### src/rtl/cpu_pkg.sv
// Shared CPU datapath constants and the register-file write request type.
package cpu_pkg;

    localparam int unsigned REG_ADDR_W = 5;
    localparam int unsigned DATA_W     = 32;
    localparam logic [REG_ADDR_W-1:0] REG_ZERO = 5'd0;

    typedef struct packed {
        logic                  valid;
        logic [REG_ADDR_W-1:0] addr;
        logic [DATA_W-1:0]     data;
    } wb_req_t;

endpackage

### src/rtl/rf_wb_fifo.sv
// DEPTH-entry synchronous FIFO holding MDU results (destination + data)
// until the register-file write port is free.
module rf_wb_fifo
    import cpu_pkg::REG_ADDR_W;
#(
    parameter int unsigned DEPTH  = 2,
    parameter int unsigned DATA_W = 32
) (
    input  logic                   clk,
    input  logic                   reset,
    input  logic                   i_push,
    input  logic [REG_ADDR_W-1:0]  i_addr,
    input  logic [DATA_W-1:0]      i_data,
    input  logic                   i_pop,
    output logic [$clog2(DEPTH):0] o_count,
    output logic                   o_empty,
    output logic [REG_ADDR_W-1:0]  o_head_addr,
    output logic [DATA_W-1:0]      o_head_data
);

    localparam int unsigned PW = $clog2(DEPTH);
    localparam int unsigned CW = PW + 1;

    logic [REG_ADDR_W-1:0] r_addr_mem [DEPTH];
    logic [DATA_W-1:0]     r_data_mem [DEPTH];
    logic [PW-1:0]         r_wptr;
    logic [PW-1:0]         r_rptr;
    logic [CW-1:0]         r_count;

    // Storage is not reset; occupancy and pointers alone define validity.
    always_ff @(posedge clk) begin
        if (i_push) begin
            r_addr_mem[r_wptr] <= i_addr;
            r_data_mem[r_wptr] <= i_data;
        end
    end

    always_ff @(posedge clk or posedge reset) begin
        if (reset) begin
            r_wptr  <= '0;
            r_rptr  <= '0;
            r_count <= '0;
        end else begin
            if (i_push) r_wptr <= r_wptr + PW'(1);
            if (i_pop)  r_rptr <= r_rptr + PW'(1);
            case ({i_push, i_pop})
                2'b10:   r_count <= r_count + CW'(1);
                2'b01:   r_count <= r_count - CW'(1);
                default: r_count <= r_count;
            endcase
        end
    end

    assign o_count     = r_count;
    assign o_empty     = (r_count == '0);
    assign o_head_addr = r_addr_mem[r_rptr];
    assign o_head_data = r_data_mem[r_rptr];

endmodule

### src/rtl/rf_wb_arbiter.sv
// Register-file write-port arbiter: WB always wins, MDU results queue in a FIFO,
// pending scoreboard stalls decode. Define RF_WB_BYPASS_EN for 0-cycle MDU bypass.
module rf_wb_arbiter
    import cpu_pkg::REG_ADDR_W;
    import cpu_pkg::REG_ZERO;
#(
    parameter int unsigned DEPTH      = 2,
    parameter int unsigned DATA_W     = cpu_pkg::DATA_W,
    parameter int unsigned STARVE_MAX = 4
) (
    input  logic                   clk,
    input  logic                   reset,
    input  logic                   wb_valid,
    input  logic [REG_ADDR_W-1:0]  wb_addr,
    input  logic [DATA_W-1:0]      wb_data,
    input  logic                   mdu_valid,
    output logic                   mdu_ready,
    input  logic [REG_ADDR_W-1:0]  mdu_addr,
    input  logic [DATA_W-1:0]      mdu_data,
    input  logic                   issue_valid,
    input  logic [REG_ADDR_W-1:0]  issue_addr,
    input  logic [REG_ADDR_W-1:0]  rs_addr,
    input  logic [REG_ADDR_W-1:0]  rt_addr,
    output logic                   stall,
    output logic                   rf_we,
    output logic [REG_ADDR_W-1:0]  rf_waddr,
    output logic [DATA_W-1:0]      rf_wdata,
    output logic [$clog2(DEPTH):0] buf_count
);

    localparam int unsigned CW = $clog2(DEPTH) + 1;
    localparam int unsigned SW = $clog2(STARVE_MAX + 1);
    localparam logic [CW-1:0] FULL_C = CW'(DEPTH);

    logic [31:0]           r_pending;
    logic [31:0]           w_pend_next;
    logic [SW-1:0]         r_starve;
    logic                  w_starve_force;
    logic                  w_wb_win;
    logic                  w_mdu_acc;
    logic                  w_bypass;
    logic                  w_push;
    logic                  w_pop;
    logic                  w_fifo_empty;
    logic [CW-1:0]         w_count;
    logic [REG_ADDR_W-1:0] w_head_addr;
    logic [DATA_W-1:0]     w_head_data;
    logic                  w_clr;
    logic [REG_ADDR_W-1:0] w_clr_addr;

    assign w_wb_win  = wb_valid && (wb_addr != REG_ZERO);
    assign mdu_ready = (w_count < FULL_C);
    assign w_mdu_acc = mdu_valid && mdu_ready;
`ifdef RF_WB_BYPASS_EN
    assign w_bypass  = w_mdu_acc && (mdu_addr != REG_ZERO) && w_fifo_empty
                       && !w_wb_win && !reset;
`else
    assign w_bypass  = 1'b0;
`endif
    assign w_push    = w_mdu_acc && (mdu_addr != REG_ZERO) && !w_bypass;
    assign w_pop     = !w_wb_win && !w_fifo_empty;
    assign buf_count = w_count;

    rf_wb_fifo #(
        .DEPTH  (DEPTH),
        .DATA_W (DATA_W)
    ) u_fifo (
        .clk         (clk),
        .reset       (reset),
        .i_push      (w_push),
        .i_addr      (mdu_addr),
        .i_data      (mdu_data),
        .i_pop       (w_pop),
        .o_count     (w_count),
        .o_empty     (w_fifo_empty),
        .o_head_addr (w_head_addr),
        .o_head_data (w_head_data)
    );

    always_comb begin
        rf_we    = 1'b0;
        rf_waddr = '0;
        rf_wdata = '0;
        if (w_wb_win) begin
            rf_we    = 1'b1;
            rf_waddr = wb_addr;
            rf_wdata = wb_data;
        end else if (!w_fifo_empty) begin
            rf_we    = 1'b1;
            rf_waddr = w_head_addr;
            rf_wdata = w_head_data;
        end else if (w_bypass) begin
            rf_we    = 1'b1;
            rf_waddr = mdu_addr;
            rf_wdata = mdu_data;
        end
    end

    assign w_starve_force = (r_starve == SW'(STARVE_MAX));
    assign stall = r_pending[rs_addr] || r_pending[rt_addr]
                || (issue_valid && r_pending[issue_addr]) || w_starve_force;

    assign w_clr      = w_pop || w_bypass;
    assign w_clr_addr = w_pop ? w_head_addr : mdu_addr;

    // Clear is applied before set so a same-cycle set of the same bit wins.
    always_comb begin
        w_pend_next = r_pending;
        if (w_clr) w_pend_next[w_clr_addr] = 1'b0;
        if (issue_valid && !stall && (issue_addr != REG_ZERO))
            w_pend_next[issue_addr] = 1'b1;
        w_pend_next[0] = 1'b0;
    end

    always_ff @(posedge clk or posedge reset) begin
        if (reset) begin
            r_pending <= '0;
            r_starve  <= '0;
        end else begin
            r_pending <= w_pend_next;
            if (w_pop)
                r_starve <= '0;
            else if (!w_fifo_empty && w_wb_win && !w_starve_force)
                r_starve <= r_starve + SW'(1);
        end
    end

endmodule

### config.mk
export PLATFORM = sky130hd
export DESIGN_NAME = rf_wb_arbiter
export DESIGN_NICKNAME = d
export VERILOG_FILES = /design/src/rtl/cpu_pkg.sv /design/src/rtl/rf_wb_fifo.sv /design/src/rtl/rf_wb_arbiter.sv
export SDC_FILE = /design/constraint.sdc
export NUM_CORES = 1
export LEC_CHECK = 0
export BUFFER_PORTS_ARGS = -buffer_cell sky130_fd_sc_hd__buf_2
export CAP_MARGIN = 40
export CELL_PAD_IN_SITES_DETAIL_PLACEMENT = 1
export CELL_PAD_IN_SITES_GLOBAL_PLACEMENT = 2
export CORE_ASPECT_RATIO = 1.4
export CORE_MARGIN = 4
export CORE_UTILIZATION = 35
export CTS_CLUSTER_SIZE = 8
export DETAILED_ROUTE_END_ITERATION = 6
export PLACE_DENSITY_LB_ADDON = 0.1
export SLEW_MARGIN = 20
export SYNTH_ARGS = -nofsm -noshare
export SYNTH_HDL_FRONTEND = slang
export SYNTH_SLANG_ARGS = --single-unit
### constraint.sdc
create_clock -name clk -period 3.7 [get_ports clk]
set_input_delay 0.555 -clock clk [delete_from_list [all_inputs] [get_ports clk]]
set_output_delay 0.555 -clock clk [all_outputs]
set_load 0.01 [all_outputs]
==> summary.md, run 1 <==
| Metric | Value |
|---|---|
| Run status | `finished clean` |
| Max Slew Vio Count | `0` |
| Pwr Density | `631.3 mW/mm^2` |
| Final WL | `roughly 20 mm` |
| Largest net degree at the start of global routing | `between 40 and 50` |
| Setup TNS | `0 ps` |
| Post-CTS Setup Inserts | `0` |
| Core Region | `0.01792 mm^2` |
| Final Setup Violations | `0` |
| IO Pins | `136` |
| Hold Buf Count CTS | `0` |
| GR Overflow Total | `0` |
| Top cell by count, worst path | `buf_2` |
| Critical path, cell by cell | `buf_2, mux2i_1, o22ai_1, or4_4, nor4b_4, o2111ai_1, buf_2` |
| Antenna viol nets, final | `0` |
| Post-synth EDFFs | `74` |
| Post-Syn Area | `0.006351 mm^2` |
| Slowest-stage cell, CP | `or4_4` |
| Commonest non-fill, non-tap cell in the layout | `buf_2` |
| WP data required | `3140 ps` |
| CP max stage delay | `550 ps` |
| Clock skew | `12.79 ps` |
| Syn_nets | `699` |
| Leak pwr | `~3.0 nW` |
| Startpoint class of the critical path | `input pin` |
| Worst rel slew slack | `48.27%` |
| Post-route clock period utilization | `80.88%` |
| Cell row count | `58` |
| Number of synthesized register bits | `112` |
| TritonCTS clock tree | `yes` |
| Sequential area share after synthesis | `49.96%` |
| DR WL/cell | `20.38 um` |
| Setup slack after layout | `707.5 ps` |
| CP Max Fanout | `19` |
| Hpwl dp | `14.73 mm` |
| Total power draw | `4.765 mW` |
| Syn Area/Cell | `10.55 um^2` |
| FF-to-FF path depth | `7` |
| DRT Pass-1 Iters | `4` |
| First-pass GRT wire length | `31.04 mm` |
| F_max | `334.2 MHz` |
| Clk sinks | `roughly 110` |
| Fin nets | `just over 800` |
| Clk pin slew, worst setup/hold paths | `~80 ps` |
| Initial Util | `35.43%` |
| Synth cell types | `just under 60` |
| Synth Flop Type | `edfxtp_1` |
| Setup Crit Path Kind | `input pin to output port` |
| Most frequent cells in the layout | `135 x buf_2, 74 x edfxtp_1, 62 x nand2_1, 52 x mux2i_1, 42 x o21ai_0` |
| # fillers | `2049` |
| Area after DPL | `0.007262 mm^2` |
| WP buf/inv | `2` |
| DR vias | `5296` |
| PostCTS Resize Cnt | `0` |
| RSZ-0062 raised after global routing | `no` |
| Finished layout cell area | `~0.0075 mm^2` |
| IO buf count | `roughly 140` |
| Crit path max-delay family | `simple AND/OR/NAND/NOR gates` |
| Min-delay worst type | `input pin to async pin` |
| Vias per std cell | `about 5.5` |
| Final RePlAce weighted congestion | `0.8134` |
| Initial antenna violation count | `0` |
| Setup WS pre-CTS | `713.1 ps` |
| Post-layout min period | `2993 ps` |
| Initial detailed-routing violation count | `203` |
| CTS buffer count | `9` |
| Die height | `167.4 um` |
| Dpl cells | `942` |
| ANT cells | `0` |
| Max H-tree Level | `3` |
| Critical path data arrival time | `between 2000 and 2500 ps` |
| Worst path depth | `7` |
| GRT Util Overall | `19.29%` |
| Async SR Flop Fraction | `33.93%` |
| Mapped Cells | `602` |
| Die X | `121.9 um` |
| Final Non-Filler Cells | `between 900 and 1000` |
| Ys Warns | `0` |
| Max Cap Violations | `0` |
| Area growth syn-to-layout | `18.85%` |
| Critical path endpoint category | `output port` |
| Number of global-route vias before repair | `5777` |
| Final Hold Vio Count | `0` |
| Clock insertion delay at the later pin of the skew report | `340 ps` |
| Detailed-route DRC error count | `0` |
| Max Root-Sink Buffers | `2` |
| Tightest Pin Transition | `775.9 ps` |
| Share of cells above drive strength 1 | `26.88%` |
| Die area | `around 0.020 mm^2` |
| Worst vdd ir | `0.2602 mV` |
| Root Buffer | `clkbuf_16` |
[flip-flops by register name, indices dropped and copies added, names as in the netlist]
signal	count
u_fifo.r_addr_mem	10
u_fifo.o_count	2
u_fifo.r_wptr	1
r_pending	31
u_fifo.r_rptr	1
u_fifo.r_data_mem	64
r_starve	3
[worst reg2reg max path: cells and delay by family (launching register included)]
| kind | cells | cell delay (ps) |
|---|---|---|
| buffers and inverters | 1 | 390 |
| and+or+nand+nor | 3 | 1000 |
| DFF | 1 | 460 |
| muxes | 1 | 180 |
| AOI/OAI and AO/OA | 2 | 270 |
[through the flow]
step,hold WS [ps],utilization (%)
2_1_floorplan,468.1,-
3_5_place_dp,533.0,40.51
6_report,337.1,42.11
3_3_place_gp,492.9,40.09
5_1_grt,374.5,42.11
4_1_cts,350.2,42.11
[worst paths after layout]
kind / startpoint / to / slack [ps]
setup / recovery: issue_addr[1] / stall / 710
hold / removal: reset / r_pending[2] / 340
setup reg to reg: r_pending[14] / r_pending[23] / 1310
hold reg to reg: r_starve[1] / r_starve[1] / 540
max in group asynchronous: reset / u_fifo.r_rptr / 2950
min in group clk: mdu_data[21] / u_fifo.r_data_mem[0][21] / 400
[synth_stat cells, types with 7 or more instances]
cell type  count  area, um^2
mux4_2         8       180.2
mux2_2         8       90.09
a2111oi_0      7       61.31
nand4_1       33       206.5
nand2b_1       8       50.05
clkbuf_1      20       75.07
nand3b_1      10       75.07
mux2i_1       52       520.5
o31ai_1       33       247.7
inv_1         14       52.55
o21ai_0       42       210.2
edfxtp_1      74        2222
a21oi_1       10       50.05
o21ai_1       31       155.2
nor2_1        38       142.6
buf_2         16       80.08
nor2b_1       10       62.56
nand2_1       62       232.7
dfrtp_1       38       950.9
[per-layer routing]
metal / GRT usage [%] / routed length (um)
met1: 22.29 / 7687
met2: 35.18 / 10450
met3: 3.986 / 909
met4: 6.241 / 479
met5: 0 / 0
[area by class of cell]
type	instances	area, um^2	area share (%)
well taps	240	300.3	3.978
inverters	14	52.55	0.6962
flip-flops and latches	112	3174	42.05
multi-input cells	427	2902	38.44
clock buffers	10	229.0	3.033
clock inverters	6	57.56	0.7625
repair buffers	149	833.3	11.04
[where the power goes]
part           internal (mW)  switching, mW  leakage [nW]
logic                  0.741           1.02          1.64
clock network          0.475          0.465         0.141
registers               1.69          0.375          1.17
total                   2.90           1.86          2.95
[cell families (layout without fill, tap and decap cells)]
logic type / count (synthesis) / in the layout / share of synthesized area (%)
compound gates: 153 / 153 / 15.21
xor+xnor: 5 / 5 / 0.6895
fa+ha+maj: 3 / 3 / 0.5911
buf+inv: 63 / 179 / 4.649
flops: 112 / 112 / 49.96
mux: 68 / 68 / 12.45
simple gates: 198 / 198 / 16.45
Note: power is estimated with default switching activity, not from simulation.
==> inputs of run 2 (changes only) <==
Clock period 3.7 ns to 2.8 ns, I/O delays scaled along.
==> run 2 against run 1 <==
Worst hold slack got worse by 140 ps. Critical path depth fell by 2. Critical endpoint unchanged. Combinational power rose by 40%. Sequential share of layout area fell by 0.60 points. Clock-buffer cell count fell by 1. Register-to-register slack got worse by 860 ps.
==> summary.md, run 2 (synthesis results as in run 1) <==
| Metric | Value |
|---|---|
| Largest Register | `u_fifo.r_data_mem` |
| Core Region | `0.01792 mm^2 (unchanged)` |
| Max H-tree Level | `3 (unchanged)` |
| Min-delay worst type | `input pin to async pin` |
| Final Hold Vio Count | `0 (unchanged)` |
| Max Root-Sink Buffers | `2 (unchanged)` |
| Crit path max-delay family | `multiplexers` |
| Clock skew | `9.308 ps (-3.482 ps)` |
| WP data required | `2380 ps (-760 ps)` |
| Leak pwr | `3.009 nW (+1.8%)` |
| Clk pwr share | `20.0% (+0.3 points)` |
| Setup TNS | `0 ps (unchanged)` |
| NetSw | `2.505 mW (+35%)` |
| Area after DPL | `0.007332 mm^2 (+0.96%)` |
| Flop pwr share | `41.3% (-2.0 points)` |
| Worst vdd ir | `0.3463 mV (+33%)` |
| CP Max Fanout | `4 (-15)` |
| Most frequent cells in the layout | `135 x buf_2, 74 x edfxtp_1, 62 x nand2_1, 52 x mux2i_1, 42 x o21ai_0` |
| Total power draw | `6.386 mW (+34%)` |
| Startpoint class of the critical path | `flip-flop` |
| DR vias | `5381 (+1.6%)` |
| Slowest-stage cell, CP | `mux4_2` |
| Antenna viol nets, final | `0 (unchanged)` |
| Number of flip-flops under the largest register name | `64 (unchanged)` |
| Worst rel slew slack | `48.78% (+0.50 points)` |
| Tightest Pin Transition | `766.4 ps (-9.465 ps)` |
| WP buf/inv | `1 (-1)` |
| Run status | `finished clean` |
| Critical path endpoint category | `output port` |
| Share of cells above drive strength 1 | `28.24% (+1.4 points)` |
| Detailed-route DRC error count | `0 (unchanged)` |
| Initial Util | `35.43% (unchanged)` |
| Commonest non-fill, non-tap cell in the layout | `buf_2` |
| Critical path, cell by cell | `mux4_2, o2111a_1, nor4_4, o2111ai_1, buf_2` |
| Max Slew Vio Count | `0 (unchanged)` |
| CTS buffer count | `9 (unchanged)` |
| Critical path data arrival time | `2270 ps (-170 ps)` |
| Number of global-route vias before repair | `5842 (+1.1%)` |
| F_max | `372.3 MHz` |
| Power share of the combinational group | `38.7% (+1.7 points)` |
| Fin nets | `818 (+0.99%)` |
| Die height | `167.4 um (unchanged)` |
| Clk pin slew, worst setup/hold paths | `80 ps (about the same)` |
| IO buf count | `135 (unchanged)` |
| Setup Crit Path Kind | `flip-flop to output port` |
| Final Setup Violations | `0 (unchanged)` |
| Cell row count | `58 (unchanged)` |
| DRT Pass-1 Iters | `5 (+1)` |
| Sw Share | `39.23% (+0.19 points)` |
| Layout Utilization | `42.72% (+0.61 points)` |
| Clk sinks | `112 (unchanged)` |
| Post-layout min period | `2686 ps` |
| Largest net degree at the start of global routing | `65 (+33%)` |
| Root Buffer | `clkbuf_16` |
| TritonCTS clock tree | `yes` |
| First-pass GRT wire length | `31.35 mm (+1.0%)` |
| Max Cap Violations | `0 (unchanged)` |
| Finished layout cell area | `0.007657 mm^2 (+1.4%)` |
| Initial detailed-routing violation count | `212 (+4.4%)` |
| DR WL/cell | `20.44 um (+0.30%)` |
| Hold Buf Count CTS | `0 (unchanged)` |
| GR Overflow Total | `0 (unchanged)` |
| Pwr Density | `834.0 mW/mm^2 (+32%)` |
| CP max stage delay | `490 ps (-60 ps)` |
| Area growth syn-to-layout | `20.57%` |
| Post-route clock period utilization | `95.92%` |
| ANT cells | `0 (unchanged)` |
| Biggest regs | `u_fifo.r_data_mem (64), r_pending (31), u_fifo.r_addr_mem (10)` |
| Clock insertion delay at the later pin of the skew report | `350 ps (about the same)` |
| Initial antenna violation count | `1 (+1)` |
| IO Pins | `136 (unchanged)` |
| Final WL | `19.75 mm (+1.1%)` |
| P_int | `3.881 mW (+34%)` |
| GRT Util Overall | `19.54% (+0.25 points)` |
| Final RePlAce weighted congestion | `0.7845 (-3.6%)` |
| Die X | `121.9 um (unchanged)` |
| Die area | `0.02040 mm^2 (unchanged)` |
| Hpwl dp | `14.75 mm (+0.13%)` |
| Vias per std cell | `5.570 (+0.76%)` |
## run 2: changes by cell type in the layout (fill, tap and decap cells not counted), sizes merged
cell	change
clkinv	+1
buf	+8
clkbuf	-1
## run 2: what timing repair did
action / 4_1_cts / 5_1_grt
gates cloned: 0 / 0
endpoints found under the setup margin: 1 / 1
buffers inserted: 0 / 0
resized for setup: 2 / 5
pin swaps: 1 / 0
hold endpoints to repair: 0 / 0
## run 2: path summary, 6_finish.rpt
check / startpoint / to / slack [ps] / cells past startpoint
max in group asynchronous: reset / u_fifo.r_rptr / 2180 / 3
worst max register to register: r_pending[26] / r_pending[24] / 450 / 7
worst min-delay path: reset / r_pending[25] / 190 / 3
min in group clk: mdu_data[7] / u_fifo.r_data_mem[0][7] / 250 / 1
worst max-delay path: r_pending[14] / stall / 110 / 5
worst min register to register: r_starve[0] / r_starve[0] / 530 / 1
## run 2: metrics by stage
step | hold slack (ps) | std cells | setup WS (ps)
2_1_floorplan | 468.1 | 602 | -107.2
3_3_place_gp | 490.4 | 948 | 48.41
3_5_place_dp | 526.3 | 950 | -5.149
4_1_cts | 218.9 | 966 | 63.61
5_1_grt | 230.4 | 966 | -4.670
6_report | 194.7 | 966 | 114.3
## run 2: power by group through the flow
stage	Sequential, mW	Clock (mW)	Combinational [mW]
global route	2.69	1.39	2.72
detailed placement	2.67	0	2.48
global placement	2.65	0	2.39
CTS	2.63	1.32	2.50
floorplan	2.49	0	1.67
finish	2.64	1.28	2.47
## run 2: worst reg2reg max path, cell delays in order (launching register included)
cell and delay [ps]:
dfrtp_1 460, mux2i_1 160, o22ai_1 100, or4_4 550, nor4b_4 300, buf_4 380
nand4_1 180, o21ai_1 150
## run 2: metal layers
metal  wire [um]  up-vias  track usage, %
li1            -     2525               -
met1        8015     2672           23.10
met2       10250      147           34.72
met3         889       35           3.919
met4         584        2           7.216
met5          12        -               0
## run 2: final cells by class
type	count	area (um^2)
clock inverters	7	70.07
clock buffers	9	225.2
multi-input cells	427	2932
repair buffers	157	903.4
flip-flops and latches	112	3174
well taps	240	300.3
fillers	2031	10270
inverters	14	52.55
==> inputs of run 3 (changes only) <==
Clock period 2.8 ns to 2.75 ns, I/O delays scaled along.
==> run 3 against run 2 <==
Routed wire length down 0.59%. Sequential power increased by 2%. Non-clock buffer count is 2 higher. Design area is 0.31% higher. Global-route usage down 0.42 points. Clock power about the same. Final cell count up 0.21%.
==> summary.md, run 3 (synthesis results as in run 1) <==
| Metric | Value |
|---|---|
| Most frequent cells in the layout | `134 x buf_2, 74 x edfxtp_1, 62 x nand2_1, 50 x mux2i_1, 42 x o21ai_0` |
| IO buf count | `135 (unchanged)` |
| DR WL/cell | `20.28 um (-0.80%)` |
| Sequential cell area | `0.003176 mm^2 (about the same)` |
| Final Non-Filler Cells | `968 (+0.21%)` |
| First-pass GRT wire length | `30.68 mm (-2.1%)` |
| Final Hold Vio Count | `0 (unchanged)` |
| Final WL | `19.63 mm (-0.59%)` |
| Critical path data arrival time | `2280 ps (about the same)` |
| Antenna viol nets, final | `0 (unchanged)` |
| Leak pwr | `3.013 nW (+0.13%)` |
| # fillers | `2033 (+0.098%)` |
| Post-layout min period | `2691 ps` |
| Max Slew Vio Count | `0 (unchanged)` |
| Run status | `finished clean` |
| Biggest regs | `u_fifo.r_data_mem (64), r_pending (31), u_fifo.r_addr_mem (10)` |
| Initial Util | `35.43% (unchanged)` |
| Final Setup Violations | `0 (unchanged)` |
| Initial detailed-routing violation count | `257 (+21%)` |
| Die X | `121.9 um (unchanged)` |
| DRT Pass-1 Iters | `4 (-1)` |
| F_max | `371.6 MHz` |
| Max Cap Violations | `0 (unchanged)` |
| Crit path max-delay family | `simple AND/OR/NAND/NOR gates` |
| Clk pin slew, worst setup/hold paths | `80 ps (about the same)` |
| Post-route clock period utilization | `97.85%` |
| Hpwl dp | `14.67 mm (-0.54%)` |
| GR Overflow Total | `0 (unchanged)` |
| Worst rel slew slack | `48.58% (-0.20 points)` |
| Root Buffer | `clkbuf_16` |
| RR Startpoint | `r_pending[23]` |
| DR vias | `5347 (-0.63%)` |
| Critical path endpoint category | `output port` |
| Core Region | `0.01792 mm^2 (unchanged)` |
| Min-delay worst type | `input pin to async pin` |
| Pwr Density | `850.0 mW/mm^2 (+1.9%)` |
| Final RePlAce weighted congestion | `0.7851 (about the same)` |
| Commonest non-fill, non-tap cell in the layout | `buf_2` |
| Setup WS pre-CTS | `18.38 ps (+23.53 ps)` |
| Total power draw | `6.529 mW (+2.2%)` |
| CP Max Fanout | `3 (-1)` |
| Largest Register | `u_fifo.r_data_mem` |
| Slowest-stage cell, CP | `or4_4` |
| Largest net degree at the start of global routing | `65 (unchanged)` |
| Max Root-Sink Buffers | `2 (unchanged)` |
| Startpoint class of the critical path | `flip-flop` |
| Fin nets | `820 (+0.24%)` |
| Share of cells above drive strength 1 | `28.98% (+0.75 points)` |
| Cell row count | `58 (unchanged)` |
| R2R Path End | `r_pending[17]` |
| Detailed-route DRC error count | `0 (unchanged)` |
| Max H-tree Level | `3 (unchanged)` |
| Critical path, cell by cell | `mux2i_2, o32ai_2, or4_4, nor4b_4, o2111ai_2, buf_2` |
| Area growth syn-to-layout | `20.94%` |
| Number of flip-flops under the largest register name | `64 (unchanged)` |
| Initial antenna violation count | `0 (-1)` |
| TritonCTS clock tree | `yes` |
| FF-to-FF path depth | `7 (unchanged)` |
| Clock skew | `12.01 ps (+2.701 ps)` |
| Setup Crit Path Kind | `flip-flop to output port` |
| Clock insertion delay at the later pin of the skew report | `350 ps (about the same)` |
| Multi-input combinational cell area | `0.002943 mm^2 (+0.38%)` |
| ANT cells | `0 (unchanged)` |
| Number of global-route vias before repair | `5646 (-3.4%)` |
| GRT Util Overall | `19.12% (-0.42 points)` |
| CTS buffer count | `9 (unchanged)` |
| Clk sinks | `112 (unchanged)` |
| Worst vdd ir | `0.3240 mV (-6.4%)` |
| CP max stage delay | `530 ps (+40 ps)` |
| Tightest Pin Transition | `766.2 ps (-0.2446 ps)` |
| WP data required | `2340 ps (-40 ps)` |
| Layout Utilization | `42.85% (+0.13 points)` |
| Setup slack after layout | `59.18 ps (-55.15 ps)` |
| Dpl cells | `948 (-0.21%)` |
| Reg-to-reg slack, setup | `340 ps (-110 ps)` |
| Die area | `0.02040 mm^2 (unchanged)` |
| IO Pins | `136 (unchanged)` |
| Die height | `167.4 um (unchanged)` |
| Worst setup startpoint | `r_pending[23]` |
| Vias per std cell | `5.524 (-0.84%)` |
| WP buf/inv | `1 (unchanged)` |
## run 3: how the worst max path moves through the flow
stage,endpoint,slack (ps),cells past startpoint
final,stall,60,6
after global routing,stall,-20,6
after CTS,stall,60,6
after detailed placement,r_pending[17],20,8
after global placement,r_pending[2],50,8
after floorplan,u_fifo.r_addr_mem[0][0],-160,3
## run 3: final cells by class
type,instances,area share [%]
tap,240,3.909
clock buffer,9,2.932
inverter,14,0.6842
timing repair buffer,159,12.02
clock inverter,7,0.7982
sequential,112,41.34
multi-input combinational,427,38.31
## run 3: worst min-delay path, stage by stage
cell	delay, ps
buf_2	90
inv_1	40
buf_4	430
## run 3: per-layer routing
layer	track usage, %	part of all wire (%)	vias up
li1	-	-	2537
met1	23.23	41	2651
met2	34.00	52	142
met3	3.818	4.6	17
met4	5.607	2.1	0
met5	0	0	-
## run 3: stage by stage
stage	setup TNS (ps)	hold WS (ps)	instance area (um^2)
final	0	175.6	7681
after global routing	-23.58	211.1	7681
after CTS	0	192.7	7606
after detailed placement	0	539.1	7320
after global placement	0	492.3	7264
after floorplan	-11630	468.1	6351
## run 3: what timing repair did
action	4_1_cts	5_1_grt
buffers inserted	0	4
setup endpoints to repair	0	1
hold buffers	0	0
gates resized for setup	0	9
## run 3: where the power goes
| group | switching [mW] | leakage [nW] | internal (mW) |
|---|---|---|---|
| logic | 1.49 | 1.70 | 1.07 |
| clock network | 0.637 | 0.142 | 0.636 |
| registers | 0.415 | 1.17 | 2.28 |
| total | 2.54 | 3.01 | 3.99 |
